==> src/rtl/cpu_defs_pkg.sv <==
// Shared encodings for the LEGv8 control path: states, instruction classes,
// opcode patterns with don't-care masks, and datapath mux encodings.
package cpu_defs_pkg;

   typedef enum logic [2:0] {
      S_IDLE, S_FETCH, S_DECODE, S_EXEC, S_MEM, S_WB, S_BRANCH, S_HALT
   } state_e;

   typedef enum logic [3:0] {
      C_R, C_ADDI, C_LD, C_ST, C_CB_Z, C_CB_NZ, C_B, C_HALT, C_ILLEGAL
   } iclass_e;

   // A mask bit of 0 marks an opcode bit that belongs to the immediate field
   localparam logic [10:0] OP_ADD   = 11'b10001011000, MSK_ADD   = 11'b11111111111;
   localparam logic [10:0] OP_SUB   = 11'b11001011000, MSK_SUB   = 11'b11111111111;
   localparam logic [10:0] OP_AND   = 11'b10001010000, MSK_AND   = 11'b11111111111;
   localparam logic [10:0] OP_ORR   = 11'b10101010000, MSK_ORR   = 11'b11111111111;
   localparam logic [10:0] OP_ADDI  = 11'b10010001000, MSK_ADDI  = 11'b11111111110;
   localparam logic [10:0] OP_LDUR  = 11'b11111000010, MSK_LDUR  = 11'b11111111111;
   localparam logic [10:0] OP_STUR  = 11'b11111000000, MSK_STUR  = 11'b11111111111;
   localparam logic [10:0] OP_CBZ   = 11'b10110100000, MSK_CBZ   = 11'b11111111000;
   localparam logic [10:0] OP_CBNZ  = 11'b10110101000, MSK_CBNZ  = 11'b11111111000;
   localparam logic [10:0] OP_B     = 11'b00010100000, MSK_B     = 11'b11111100000;
   localparam logic [10:0] OP_HALT  = 11'b11111111111, MSK_HALT  = 11'b11111111111;

   localparam logic [1:0] ALUOP_ADD   = 2'b00;
   localparam logic [1:0] ALUOP_PASSB = 2'b01;
   localparam logic [1:0] ALUOP_FUNCT = 2'b10;

   localparam logic [1:0] SRCB_REG  = 2'b00;
   localparam logic [1:0] SRCB_DIMM = 2'b01;
   localparam logic [1:0] SRCB_AIMM = 2'b10;
   localparam logic [1:0] SRCB_FOUR = 2'b11;

   localparam logic PCSRC_ALU = 1'b0;
   localparam logic PCSRC_BR  = 1'b1;

   function automatic logic op_match(input logic [10:0] op, input logic [10:0] pat,
                                     input logic [10:0] msk);
      return ((op ^ pat) & msk) == 11'b0;
   endfunction

endpackage

==> src/rtl/cpu_opcode_class.sv <==
// Combinational opcode classifier; shared with the single-cycle control.
module cpu_opcode_class
   import cpu_defs_pkg::*;
(
   input  logic [10:0] opcode,
   output iclass_e     cls
);

   always_comb begin
      cls = C_ILLEGAL;
      if (op_match(opcode, OP_ADD, MSK_ADD) || op_match(opcode, OP_SUB, MSK_SUB) ||
          op_match(opcode, OP_AND, MSK_AND) || op_match(opcode, OP_ORR, MSK_ORR))
         cls = C_R;
      else if (op_match(opcode, OP_ADDI, MSK_ADDI)) cls = C_ADDI;
      else if (op_match(opcode, OP_LDUR, MSK_LDUR)) cls = C_LD;
      else if (op_match(opcode, OP_STUR, MSK_STUR)) cls = C_ST;
      else if (op_match(opcode, OP_CBZ,  MSK_CBZ))  cls = C_CB_Z;
      else if (op_match(opcode, OP_CBNZ, MSK_CBNZ)) cls = C_CB_NZ;
      else if (op_match(opcode, OP_B,    MSK_B))    cls = C_B;
      else if (op_match(opcode, OP_HALT, MSK_HALT)) cls = C_HALT;
   end

endmodule

==> src/rtl/cpu_multicycle_ctrl.sv <==
// Multi-cycle LEGv8 sequencer: state and class registers, next-state logic,
// and a Moore output decode (plus mem_ready/zero-qualified PC/IR strobes).
module cpu_multicycle_ctrl
   import cpu_defs_pkg::*;
(
   input  logic        clk,
   input  logic        reset,
   input  logic [10:0] opcode,
   input  logic        zero,
   input  logic        mem_ready,
   output logic        PCWrite,
   output logic        IRWrite,
   output logic        MemRead,
   output logic        MemWrite,
   output logic        MemtoReg,
   output logic        RegWrite,
   output logic        Reg2Loc,
   output logic        ALUSrcA,
   output logic [1:0]  ALUSrcB,
   output logic [1:0]  ALUOp,
   output logic        PCSource,
   output logic        IorD,
   output logic        halted,
   output logic        illegal
);

   state_e  state_q, state_d;
   iclass_e cls_q, cls_d, cls_dec;

   cpu_opcode_class u_class (
      .opcode (opcode),
      .cls    (cls_dec)
   );

   always_ff @(posedge clk) begin
      if (reset) begin
         state_q <= S_IDLE;
         cls_q   <= C_ILLEGAL;
      end else begin
         state_q <= state_d;
         cls_q   <= cls_d;
      end
   end

   // Class is captured only in DECODE so later opcode changes cannot leak in
   always_comb begin
      cls_d   = (state_q == S_DECODE) ? cls_dec : cls_q;
      state_d = state_q;
      case (state_q)
         S_IDLE:   state_d = S_FETCH;
         S_FETCH:  if (mem_ready) state_d = S_DECODE;
         S_DECODE: begin
            case (cls_dec)
               C_R, C_ADDI, C_LD, C_ST: state_d = S_EXEC;
               C_CB_Z, C_CB_NZ, C_B:    state_d = S_BRANCH;
               C_HALT:                  state_d = S_HALT;
               default:                 state_d = S_FETCH;
            endcase
         end
         S_EXEC:   state_d = (cls_q == C_LD || cls_q == C_ST) ? S_MEM : S_WB;
         S_MEM:    if (mem_ready) state_d = (cls_q == C_LD) ? S_WB : S_FETCH;
         S_WB:     state_d = S_FETCH;
         S_BRANCH: state_d = S_FETCH;
         S_HALT:   state_d = S_HALT;
         default:  state_d = S_IDLE;
      endcase
   end

   always_comb begin
      PCWrite  = 1'b0;
      IRWrite  = 1'b0;
      MemRead  = 1'b0;
      MemWrite = 1'b0;
      MemtoReg = 1'b0;
      RegWrite = 1'b0;
      Reg2Loc  = 1'b0;
      ALUSrcA  = 1'b0;
      ALUSrcB  = SRCB_REG;
      ALUOp    = ALUOP_ADD;
      PCSource = PCSRC_ALU;
      IorD     = 1'b0;
      halted   = 1'b0;
      illegal  = 1'b0;
      case (state_q)
         S_FETCH: begin
            MemRead = 1'b1;
            ALUSrcB = SRCB_FOUR;
            PCWrite = mem_ready;
            IRWrite = mem_ready;
         end
         S_DECODE: illegal = (cls_dec == C_ILLEGAL);
         S_EXEC: begin
            ALUSrcA = 1'b1;
            case (cls_q)
               C_R:    begin ALUSrcB = SRCB_REG;  ALUOp = ALUOP_FUNCT; end
               C_ADDI: begin ALUSrcB = SRCB_AIMM; ALUOp = ALUOP_FUNCT; end
               C_LD:   ALUSrcB = SRCB_DIMM;
               C_ST:   begin ALUSrcB = SRCB_DIMM; Reg2Loc = 1'b1; end
               default: ;
            endcase
         end
         S_MEM: begin
            IorD     = 1'b1;
            MemRead  = (cls_q == C_LD);
            MemWrite = (cls_q == C_ST);
            Reg2Loc  = (cls_q == C_ST);
         end
         S_WB: begin
            RegWrite = 1'b1;
            MemtoReg = (cls_q == C_LD);
         end
         S_BRANCH: begin
            Reg2Loc  = 1'b1;
            ALUSrcA  = 1'b1;
            ALUOp    = ALUOP_PASSB;
            PCSource = PCSRC_BR;
            PCWrite  = (cls_q == C_B) || (cls_q == C_CB_Z && zero) ||
                       (cls_q == C_CB_NZ && !zero);
         end
         S_HALT:  halted = 1'b1;
         default: ;
      endcase
   end

endmodule
==> config.mk <==
export PLATFORM = sky130hd
export DESIGN_NAME = cpu_multicycle_ctrl
export DESIGN_NICKNAME = d
export VERILOG_FILES = /design/src/rtl/cpu_defs_pkg.sv /design/src/rtl/cpu_opcode_class.sv /design/src/rtl/cpu_multicycle_ctrl.sv
export SDC_FILE = /design/constraint.sdc
export NUM_CORES = 1
export LEC_CHECK = 0
export CAP_MARGIN = 20
export CORE_ASPECT_RATIO = 0.9
export CORE_MARGIN = 2
export CORE_UTILIZATION = 25
export CTS_BUF_LIST = sky130_fd_sc_hd__clkbuf_4 sky130_fd_sc_hd__clkbuf_8
export CTS_CLUSTER_SIZE = 8
export DETAILED_ROUTE_END_ITERATION = 8
export PLACE_DENSITY = 0.58
export SLEW_MARGIN = 20
export SYNTH_ARGS = -nofsm -noshare
export SYNTH_HDL_FRONTEND = slang
export SYNTH_SLANG_ARGS = --single-unit
export TNS_END_PERCENT = 10
==> constraint.sdc <==
create_clock -name clk -period 1.9 [get_ports clk]
set_input_delay 0.285 -clock clk [delete_from_list [all_inputs] [get_ports clk]]
set_output_delay 0.285 -clock clk [all_outputs]
set_load 0.1 [all_outputs]
==> metrics.txt <==
# TYPE chip_impl_metric gauge
chip_impl_info{name="crit_path_top_delay_cell",value="nor4_4"} 1
chip_impl_metric{name="drt-wirelength-per-cell",unit="um"} 12.6
chip_impl_metric{name="cpPeakStageDelay",unit="ns"} 0.35
chip_impl_metric{name="antenna-diode-count",unit=""} 0
chip_impl_metric{name="routabilityCongestion",unit=""} 0.788
chip_impl_metric{name="int_pwr",unit="mW"} 0.341
chip_impl_info{name="hold_path.class",value="reg -> reg"} 1
chip_impl_info{name="ctsRootBufferMaster",value="clkbuf_4"} 1
chip_impl_metric{name="tightestPinTransition",unit="ns"} 0.353
chip_impl_metric{name="p_leak",unit="nW"} 0.537
chip_impl_metric{name="synth_cell_type_count",unit=""} 39
chip_impl_metric{name="synth_fp_nets",unit=""} 109
chip_impl_metric{name="overflow",unit=""} 0
chip_impl_metric{name="buffer_ports.inserted",unit=""} 30
chip_impl_metric{name="vdd.ir_drop.worst",unit="mV"} 0.249
chip_impl_metric{name="final_antenna_net_count",unit=""} 0
chip_impl_metric{name="fp.dieW",unit="um"} 58.3
chip_impl_metric{name="synthesis.instances",unit=""} 94
chip_impl_metric{name="syn_area",unit="um^2"} 664
chip_impl_metric{name="grt_pass1_wl",unit="um"} 3510
chip_impl_metric{name="timing.setup.tns",unit="ns"} 0
chip_impl_metric{name="timing.critical_path.fanout_max",unit=""} 7
chip_impl_metric{name="clock_power_share",unit=""} 0.280
chip_impl_metric{name="drc_errors",unit=""} 0
chip_impl_info{name="startpoint_types",value="flop"} 1
chip_impl_metric{name="final_util",unit=""} 0.571
chip_impl_metric{name="floorplan.initialDensity",unit=""} 0.267
chip_impl_metric{name="finish.instance_area",unit="mm^2"} 0.00142
chip_impl_metric{name="final_layout_size_suffix_gt1_frac",unit=""} 0.457
chip_impl_metric{name="post_cts_hold_buffer_count",unit=""} 0
chip_impl_metric{name="post-route-min-period",unit="ns"} 1.85
chip_impl_metric{name="finalHoldWorstSlack",unit="ns"} 0.534
chip_impl_metric{name="path_clk_slew",unit="ns"} 0.06
chip_impl_metric{name="finalWirelength",unit="um"} 2120
chip_impl_metric{name="maximum_number_of_pins_on_one_net_before_global_route_repair",unit=""} 13
chip_impl_metric{name="sw_frac_of_total",unit=""} 0.361
chip_impl_metric{name="design.portCount",unit=""} 31
chip_impl_metric{name="route.detailed.vias_per_inst",unit=""} 5.27
chip_impl_info{name="status",value="completed"} 1
chip_impl_info{name="post_synth_top_flop",value="dfxtp_1"} 1
chip_impl_metric{name="max-slew-margin-rel",unit=""} 0.758
chip_impl_metric{name="htreeDepth",unit=""} 1
chip_impl_metric{name="design.final.nets",unit=""} 156
chip_impl_info{name="rsz0062_at_grt",value="true"} 1
chip_impl_info{name="path_delay_family",value="simple AND/OR/NAND/NOR gates"} 1
chip_impl_metric{name="drt_first_pass_iters",unit=""} 4
chip_impl_metric{name="dieArea",unit="mm^2"} 0.00309
chip_impl_metric{name="p_seq_frac",unit=""} 0.300
chip_impl_metric{name="synthArstFlopShare",unit=""} 0
chip_impl_metric{name="placed_cell_area",unit="mm^2"} 0.00132
chip_impl_metric{name="crit_required",unit="ns"} 1.62
chip_impl_metric{name="cap_viol_max_count",unit=""} 0
chip_impl_metric{name="core.rowCount",unit=""} 17
chip_impl_metric{name="antenna_violations_before_repair",unit=""} 0
chip_impl_metric{name="synth_seq_area_share",unit=""} 0.211
chip_impl_metric{name="global_route.usage.total",unit=""} 0.150
chip_impl_metric{name="cp.arrival",unit="ns"} 1.56
chip_impl_metric{name="cts_num_sinks",unit=""} 7
chip_impl_metric{name="first_global_vias",unit=""} 807
chip_impl_metric{name="fmax",unit="GHz"} 0.541
chip_impl_metric{name="vias",unit=""} 886
chip_impl_metric{name="fillerInstances",unit=""} 241
chip_impl_metric{name="die-height",unit="um"} 52.9
chip_impl_metric{name="p_per_area",unit="mW/mm^2"} 376
chip_impl_metric{name="netSwitchingPower",unit="mW"} 0.193
chip_impl_metric{name="final_max_slew_violation_count",unit=""} 0
chip_impl_metric{name="area.growth.synth_to_final",unit="%"} 114
chip_impl_metric{name="cts_inserted_buffers",unit=""} 3
chip_impl_metric{name="drtIter0Drc",unit=""} 13
chip_impl_info{name="cts_tree",value="yes"} 1
chip_impl_metric{name="finalCritPeriodShare",unit=""} 0.972
chip_impl_metric{name="clkLatencyLatePin",unit="ns"} 0.25
chip_impl_metric{name="worstPathBufferInverterCount",unit=""} 2
chip_impl_metric{name="clockBufferDepth",unit=""} 2
chip_impl_metric{name="fin_worst_skew",unit="ns"} 0.00544
chip_impl_metric{name="dp.final_hpwl",unit="um"} 1770
chip_impl_metric{name="synth_seq_cells",unit=""} 7
chip_impl_metric{name="core_region_area",unit="mm^2"} 0.00249
chip_impl_metric{name="finalHoldViolations",unit=""} 0
chip_impl_info{name="cp_cell_sequence",value="buf_6 -> nor3_4 -> o31ai_2 -> nor4_4 -> buf_12"} 1
chip_impl_info{name="crit_path_end_kind",value="output pin"} 1
chip_impl_metric{name="synthesis.yosys.warnings",unit=""} 0
chip_impl_info{name="critPathKind",value="reg -> out"} 1
chip_impl_metric{name="avgSynthCellArea",unit="um^2"} 7.07
chip_impl_metric{name="comb_power_share",unit=""} 0.420
chip_impl_metric{name="synth_enable_flop_cells",unit=""} 0
chip_impl_metric{name="setup_viol",unit=""} 0
flip-flops by register name, summed over array words and instances, names as in the netlist:
signal	cells
cls_q	4
state_q	3
repair_timing:
action / CTS / global route
setup endpoints to repair: 3 / 4
setup buffers: 2 / 0
pin swaps: 4 / 3
gates resized for setup: 23 / 8
metal layers:
metal | share of wire | GRT usage | vias up
met1 | 0.41 | 0.160 | 399
met4 | 0.034 | 0.105 | 0
met5 | 0 | 0 | -
li1 | - | - | 443
met3 | 0.071 | 0.0147 | 6
met2 | 0.48 | 0.277 | 38
stage by stage:
stage / cells / total power, mW / setup slack, ns
after floorplan: 94 / 0.278 / -0.582
after global placement: 163 / 0.384 / -0.142
after detailed placement: 163 / 0.385 / -0.170
after CTS: 168 / 0.534 / 0.0135
after global routing: 168 / 0.560 / -0.0291
final: 168 / 0.534 / 0.0530
worst paths after layout:
check	from	to	slack, ns	depth (start not counted)
setup reg to reg	state_q[2]	cls_q[3]	0.61	5
hold / removal	cls_q[2]	cls_q[2]	0.53	2
setup / recovery	state_q[2]	illegal	0.05	5
hold reg to reg	cls_q[2]	cls_q[2]	0.53	2
cell usage after synthesis, types with 2 or more instances:
cell,number,share of area
and4_1,2,0.026
dfxtp_1,7,0.21
o21ai_0,2,0.015
a21oi_1,9,0.068
mux2i_1,2,0.030
and3_1,3,0.028
nor4_1,2,0.019
o22ai_1,2,0.019
nand3b_1,2,0.023
xnor2_1,2,0.026
nand2b_1,5,0.047
nand3_1,2,0.015
nor2_1,14,0.079
nor3_1,4,0.030
clkbuf_1,3,0.017
nor3b_1,3,0.034
nand2_1,6,0.034
nand4_1,3,0.028
worst register-to-register path, delay by kind of cell (launching register included):
family	cells	cell delay [ns]
flip-flops	1	0.32
buffers and inverters	1	0.13
AO/OA/AOI/OAI	2	0.27
AND/OR/NAND/NOR	2	0.52
cell usage in the layout (no fill, tap or decap), types with 2 or more instances in the layout:
cell type,instances
o21ai_0,2
buf_12,16
nor3_1,3
clkbuf_4,4
a21oi_2,2
mux2i_1,2
buf_6,2
nor2_1,12
dlygate4sd2_1,10
nand2b_1,3
dfxtp_1,3
nand3b_1,2
nor2_4,2
and4_1,2
clkdlybuf4s50_1,3
and3_1,2
nand2_1,5
xnor2_1,2
nor3b_4,2
a21oi_4,2
dfxtp_2,4
buf_4,15
a21oi_1,6
nand4_1,3
cell type report:
class	count	area, um^2	area share
flip-flops and latches	7	145	0.102
inverters	2	10.0	0.00705
well taps	28	35.0	0.0247
repair buffers	47	583	0.411
clock buffers	4	30.0	0.0211
multi-input cells	80	617	0.434
power groups by stage:
stage               combinational, mW  sequential [mW]  clock (mW)
finish                          0.224            0.160       0.150
global route                    0.237            0.161       0.162
CTS                             0.221            0.159       0.154
detailed placement              0.224            0.162           0
global placement                0.222            0.161           0
floorplan                       0.120            0.158           0
logic make-up after synthesis:
family,Yosys count,share of synthesized area
flip-flops,7,0.211
AO/OA/AOI/OAI,24,0.234
AND/OR/NAND/NOR,51,0.435
XOR/XNOR,2,0.0264
buffers and inverters,7,0.0471
multiplexers,3,0.0471
(Power assumes the default switching activity.)
